`config.mk`:
```
export PLATFORM = sky130hd
export DESIGN_NAME = tx_frame_fifo
export DESIGN_NICKNAME = d
export VERILOG_FILES = /design/src/rtl/tx_fifo_pkg.sv /design/src/rtl/tx_fifo_ram.sv /design/src/rtl/tx_frame_fifo.sv
export SDC_FILE = /design/constraint.sdc
export NUM_CORES = 1
export LEC_CHECK = 0
export BUFFER_PORTS_ARGS = -buffer_cell sky130_fd_sc_hd__clkbuf_2
export CORE_MARGIN = 4
export CORE_UTILIZATION = 45
export DETAILED_ROUTE_END_ITERATION = 10
export PLACE_DENSITY = 0.57
export SETUP_SLACK_MARGIN = 0.1
export SLEW_MARGIN = 20
export SYNTH_ARGS = -nofsm -noshare
export SYNTH_HDL_FRONTEND = slang
export SYNTH_SLANG_ARGS = --single-unit
```
`constraint.sdc`:
```
create_clock -name clk -period 4.7 [get_ports clk]
set_input_delay 0.705 -clock clk [delete_from_list [all_inputs] [get_ports clk]]
set_output_delay 0.705 -clock clk [all_outputs]
set_load 0.005 [all_outputs]
```
`src/rtl/tx_fifo_pkg.sv`:
```
// Shared definitions for the frame-aware transmit FIFO.
// Default geometry, the stored entry layout and the drop counter width.
package tx_fifo_pkg;

   localparam int DEF_DATA_WIDTH = 8;
   localparam int DEF_ADDR_WIDTH = 4;
   localparam int DROP_CNT_W     = 16;

   // One stored word: payload plus the end-of-frame marker.
   typedef struct packed {
      logic                      last;
      logic [DEF_DATA_WIDTH-1:0] data;
   } tx_entry_t;

   typedef logic [DROP_CNT_W-1:0] drop_cnt_t;

endpackage

```
`src/rtl/tx_fifo_ram.sv`:
```
// Simple dual-port storage: one synchronous write port, one asynchronous
// read port. Contents are not reset.
module tx_fifo_ram
   import tx_fifo_pkg::*;
#(
   parameter int WIDTH      = DEF_DATA_WIDTH + 1,
   parameter int ADDR_WIDTH = DEF_ADDR_WIDTH
) (
   input  logic                  clk,
   input  logic                  we,
   input  logic [ADDR_WIDTH-1:0] waddr,
   input  logic [WIDTH-1:0]      wdata,
   input  logic [ADDR_WIDTH-1:0] raddr,
   output logic [WIDTH-1:0]      rdata
);

   logic [WIDTH-1:0] mem [2**ADDR_WIDTH];

   // Write port: store the word at the write address.
   always_ff @(posedge clk) begin
      if (we) begin
         mem[waddr] <= wdata;
      end
   end

   assign rdata = mem[raddr];

endmodule

```
`src/rtl/tx_frame_fifo.sv`:
```
// Store-and-forward transmit FIFO with frame commit/abort and FWFT read.
// Words become visible to the reader only once the frame's last word is
// written; an abort rolls the write pointer back to the last commit point.
// Optional build macro: TX_FIFO_DROP_STATS_EN adds a saturating drop_count
// output counting effective aborts and overflow events.
module tx_frame_fifo
   import tx_fifo_pkg::*;
#(
   parameter int DATA_WIDTH    = DEF_DATA_WIDTH,
   parameter int ADDR_WIDTH    = DEF_ADDR_WIDTH,
   parameter int AFULL_THRESH  = 12,
   parameter int AEMPTY_THRESH = 2
) (
   input  logic                  clk,
   input  logic                  rst_n,
   input  logic                  wr_en,
   input  logic [DATA_WIDTH-1:0] wr_data,
   input  logic                  wr_last,
   input  logic                  wr_abort,
   output logic                  full,
   output logic                  almost_full,
   output logic                  wr_overflow,
   input  logic                  rd_en,
   output logic [DATA_WIDTH-1:0] rd_data,
   output logic                  rd_last,
   output logic                  rd_valid,
   output logic                  almost_empty,
   output logic                  frame_avail,
   output logic [ADDR_WIDTH:0]   count
`ifdef TX_FIFO_DROP_STATS_EN
   ,
   output logic [DROP_CNT_W-1:0] drop_count
`endif
);

   localparam logic [ADDR_WIDTH:0] DEPTH_V  = {1'b1, {ADDR_WIDTH{1'b0}}};
   localparam logic [ADDR_WIDTH:0] AFULL_V  = (ADDR_WIDTH+1)'(AFULL_THRESH);
   localparam logic [ADDR_WIDTH:0] AEMPTY_V = (ADDR_WIDTH+1)'(AEMPTY_THRESH);

   logic [ADDR_WIDTH:0] wr_ptr;
   logic [ADDR_WIDTH:0] commit_ptr;
   logic [ADDR_WIDTH:0] rd_ptr;
   logic [ADDR_WIDTH:0] frame_cnt;
   logic [ADDR_WIDTH:0] vis_cnt;

   logic                wr_accept;
   logic                wr_commit;
   logic                rd_accept;
   logic                rd_frame_done;
   logic [DATA_WIDTH:0] ram_wdata;
   logic [DATA_WIDTH:0] ram_rdata;

   // Flags derive only from registered pointers, so no wr_* input reaches
   // the read side combinationally.
   assign count        = wr_ptr - rd_ptr;
   assign vis_cnt      = commit_ptr - rd_ptr;
   assign full         = (count == DEPTH_V);
   assign almost_full  = (count >= AFULL_V);
   assign rd_valid     = (vis_cnt != '0);
   assign almost_empty = (vis_cnt <= AEMPTY_V);
   assign frame_avail  = (frame_cnt != '0);

   // Abort wins over a same-cycle write; full is judged before the read.
   assign wr_accept     = wr_en && !full && !wr_abort;
   assign wr_commit     = wr_accept && wr_last;
   assign rd_accept     = rd_en && rd_valid;
   assign rd_frame_done = rd_accept && rd_last;

   assign ram_wdata = {wr_last, wr_data};
   assign rd_data   = ram_rdata[DATA_WIDTH-1:0];
   // Memory is never cleared, so the stored flag is masked when nothing is visible.
   assign rd_last   = rd_valid && ram_rdata[DATA_WIDTH];

   tx_fifo_ram #(
      .WIDTH      (DATA_WIDTH + 1),
      .ADDR_WIDTH (ADDR_WIDTH)
   ) u_ram (
      .clk   (clk),
      .we    (wr_accept),
      .waddr (wr_ptr[ADDR_WIDTH-1:0]),
      .wdata (ram_wdata),
      .raddr (rd_ptr[ADDR_WIDTH-1:0]),
      .rdata (ram_rdata)
   );

   // Pointer update: write/commit/abort on the write side, pop on the read side.
   always_ff @(posedge clk) begin
      if (!rst_n) begin
         wr_ptr     <= '0;
         commit_ptr <= '0;
         rd_ptr     <= '0;
      end else begin
         if (wr_abort) begin
            wr_ptr <= commit_ptr;
         end else if (wr_accept) begin
            wr_ptr <= wr_ptr + 1'b1;
            if (wr_last) begin
               commit_ptr <= wr_ptr + 1'b1;
            end
         end
         if (rd_accept) begin
            rd_ptr <= rd_ptr + 1'b1;
         end
      end
   end

   // Complete-frame count; a commit and a final-word pop in one cycle cancel.
   always_ff @(posedge clk) begin
      if (!rst_n) begin
         frame_cnt <= '0;
      end else begin
         case ({wr_commit, rd_frame_done})
            2'b10:   frame_cnt <= frame_cnt + 1'b1;
            2'b01:   frame_cnt <= frame_cnt - 1'b1;
            default: frame_cnt <= frame_cnt;
         endcase
      end
   end

   // Overflow pulse, one cycle after a write attempt against a full FIFO.
   always_ff @(posedge clk) begin
      if (!rst_n) begin
         wr_overflow <= 1'b0;
      end else begin
         wr_overflow <= wr_en && full;
      end
   end

`ifdef TX_FIFO_DROP_STATS_EN
   logic       abort_eff;
   logic       ovf_evt;
   logic [1:0] drop_inc;

   function automatic drop_cnt_t drop_sat_add(input drop_cnt_t a, input logic [1:0] b);
      logic [DROP_CNT_W:0] s;
      s = {1'b0, a} + {{(DROP_CNT_W-1){1'b0}}, b};
      return s[DROP_CNT_W] ? '1 : s[DROP_CNT_W-1:0];
   endfunction

   assign abort_eff = wr_abort && (wr_ptr != commit_ptr);
   assign ovf_evt   = wr_en && full;
   assign drop_inc  = {1'b0, abort_eff} + {1'b0, ovf_evt};

   // Saturating count of discarded frames and rejected writes.
   always_ff @(posedge clk) begin
      if (!rst_n) begin
         drop_count <= '0;
      end else begin
         drop_count <= drop_sat_add(drop_count, drop_inc);
      end
   end
`endif

endmodule

```
==> results.cfg <==
[worst_setup_path]
startpoint_type = flip-flop
crit_path_end_kind = flip-flop
worstPathRequired_ps = 5040
worst_ep_arrival_time_ps = 4520
cp_max_fo = 5
criticalPathCategory = flip-flop to flip-flop

[global_route]
grt_max_degree = 39
grt_pass1_wl_mm = 24.5
track_usage = 0.186
grt.overflow.total = 0
grt_pass1_vias = 4090
antenna_found_initial = 1

[floorplan]
die_w_um = 135
die-area_um2 = 18300
io_pins = 34
num_rows = 46
initial_utilization = 0.458
core-area_um2 = 15900
die_y_um = 135

[timing]
finalClockSkew_ps = 13.0
setup_tns_ps = 0
finalCritPeriodShare = 0.890
hold_viol = 0
drv_slew = 0
fin_crit_ps = 4180
relSlewSlack = 0.411
grt_setup_unrepaired = false
setup_viol = 0
tightest_slew_ps = 877
fmax_mhz = 239

[power]
vdd_drop_max_mv = 0.279
leakagePower_nw = 2.89
power_density_nw_per_um2 = 508
power_mw = 4.31

[detailed_routing]
drc_errors = 0
vias = 3991
vias_per_cell = 5.57
ant_nets = 0
post_drt_wl_per_cell_um = 22.1
drtPass1Iterations = 4
initialDrtViolationCount = 373
drt-total-wl_mm = 15.8

[clock_tree]
ctsHoldBuffers = 0
postCtsResizedCells = 0
cts_setup_buffers = 0
cts-root-buf = clkbuf_16
clk_latency_ps = 420
path_clk_slew_ps = 70
h-tree-depth = 4
cts.sinks = 169
cts_tree = done
cts_buffer_depth = 2
numCtsBuffers = 17

[run]
maxCapViolCount = 0

[cells_and_area]
antennaDiodeCount = 0
design_area_um2 = 8490
nNetsFinal = 522
drive_gt1_frac = 0.306
syn2layout_area_growth_pct = 16.8

[logic_synthesis]
ys_ff_latch = 169
ys_async_sr_fraction = 0
synth_edf_count = 144
yosysSeqAreaShare = 0.663
ys.flop_type = edfxtp_1
synth_top_area_share = 0.595
yosys.area.top_type = edfxtp_1
syn_area_per_cell_um2 = 17.0
synth_area_leaders = edfxtp_1, mux4_2, dfxtp_1, ha_1, mux2i_1
syn_area_um2 = 7270
synth-warning-count = 0
netlist_instances = 429
ys_types = 46
synth_nets = 463

[place]
port_buffers = 33
dp_hpwl_mm = 10.0
place_congestion = 0.831
dpl_cell_area_um2 = 7870

[run_status]
status = completed

[hold_path]
hp-class = flip-flop to flip-flop
## Yosys cell counts, types with 2 or more instances
cell type / count
edfxtp_1: 144
mux4_2: 45
nand2_1: 29
dfxtp_1: 25
inv_1: 19
ha_1: 17
clkbuf_1: 14
nor3_1: 13
a21oi_1: 12
mux2i_1: 11
and3_1: 9
nand3_1: 7
o21ai_0: 7
and2_1: 6
nor4_1: 6
xor2_1: 6
nand2b_1: 5
nor2_1: 5
o2111ai_1: 5
o211ai_1: 5
buf_2: 4
xnor2_1: 4
fa_1: 3
a31oi_1: 2
a32oi_1: 2
nand4_1: 2
nor4b_1: 2
or3_1: 2
## placed cells by master (no fill, tap or decap), drive strengths merged, types with 3 or more instances in the layout
cell / instances
xnor2: 4
bufinv: 4
mux2i: 11
o2111ai: 6
clkinv: 5
nand3: 7
o21ai: 7
clkinvlp: 3
xor2: 7
and3: 9
ha: 17
inv: 22
clkbuf: 50
nand2b: 5
and2: 6
buf: 27
dfxtp: 25
fa: 3
nor3: 13
a21oi: 13
nor2: 5
mux4: 45
edfxtp: 144
o211ai: 6
nor4: 6
nand2: 29
## metrics by stage
stage	cells	hold WS, ps	worst slack [ps]	utilization
global placement	685	465	700	0.495
CTS	716	500	544	0.535
finish	716	496	518	0.535
detailed placement	685	489	546	0.495
global route	716	533	252	0.535
floorplan	429	448	639	-
## per-layer routing
layer	track usage	vias up	share of wire
met2	0.294	112	0.49
li1	-	1817	-
met5	0	-	0.0012
met3	0.0440	16	0.066
met4	0.0504	2	0.014
met1	0.261	2044	0.43
## worst paths after layout
check / slack, ps / cells after the start / to / from
worst min-delay path: 500 / 2 / commit_ptr[0] / commit_ptr[0]
worst min register to register: 500 / 2 / commit_ptr[0] / commit_ptr[0]
worst max-delay path: 520 / 16 / frame_cnt[4] / wr_ptr[0]
worst max register to register: 520 / 16 / frame_cnt[4] / wr_ptr[0]
## power breakdown
part	switching [mW]	internal, mW	total [mW]
logic	0.527	0.567	1.09
clock network	0.573	0.891	1.46
registers	0.0835	1.67	1.76
total	1.18	3.13	4.31
## state kept, by name, indices dropped and copies added, names as in the netlist, named ones only
signal / count
frame_cnt: 5
rd_ptr: 5
u_ram.mem: 144
commit_ptr: 5
wr_overflow: 1
wr_ptr: 5
## area by class of cell
cell class              instances  area [um^2]
clock buffers                  17          425
clock inverters                14          196
fillers                      1310         7390
inverters                      20         75.1
multi-input cells             220         2330
flip-flops and latches        169         4830
well taps                     216          270
repair buffers                 60          368
## worst max-delay path, stage by stage, from the launching register on
cell and delay (ps):
dfxtp_1 360, inv_1 150, ha_1 190, inv_1 50, fa_1 400, xor2_1 200, or3_1 340, or3_1 440
o2111ai_4 230, ha_1 260, inv_1 100, fa_1 410, nor2b_1 120, o21ai_0 100, and3_1 200, or4_1 390
a21boi_0 160
## logic make-up after synthesis
group | synth area share
compound gates | 0.0428
simple gates | 0.0645
mux | 0.155
buf+inv | 0.0229
fa+ha+maj | 0.0375
flops | 0.663
xor+xnor | 0.0143
Power figures use the tool's default switching activity.
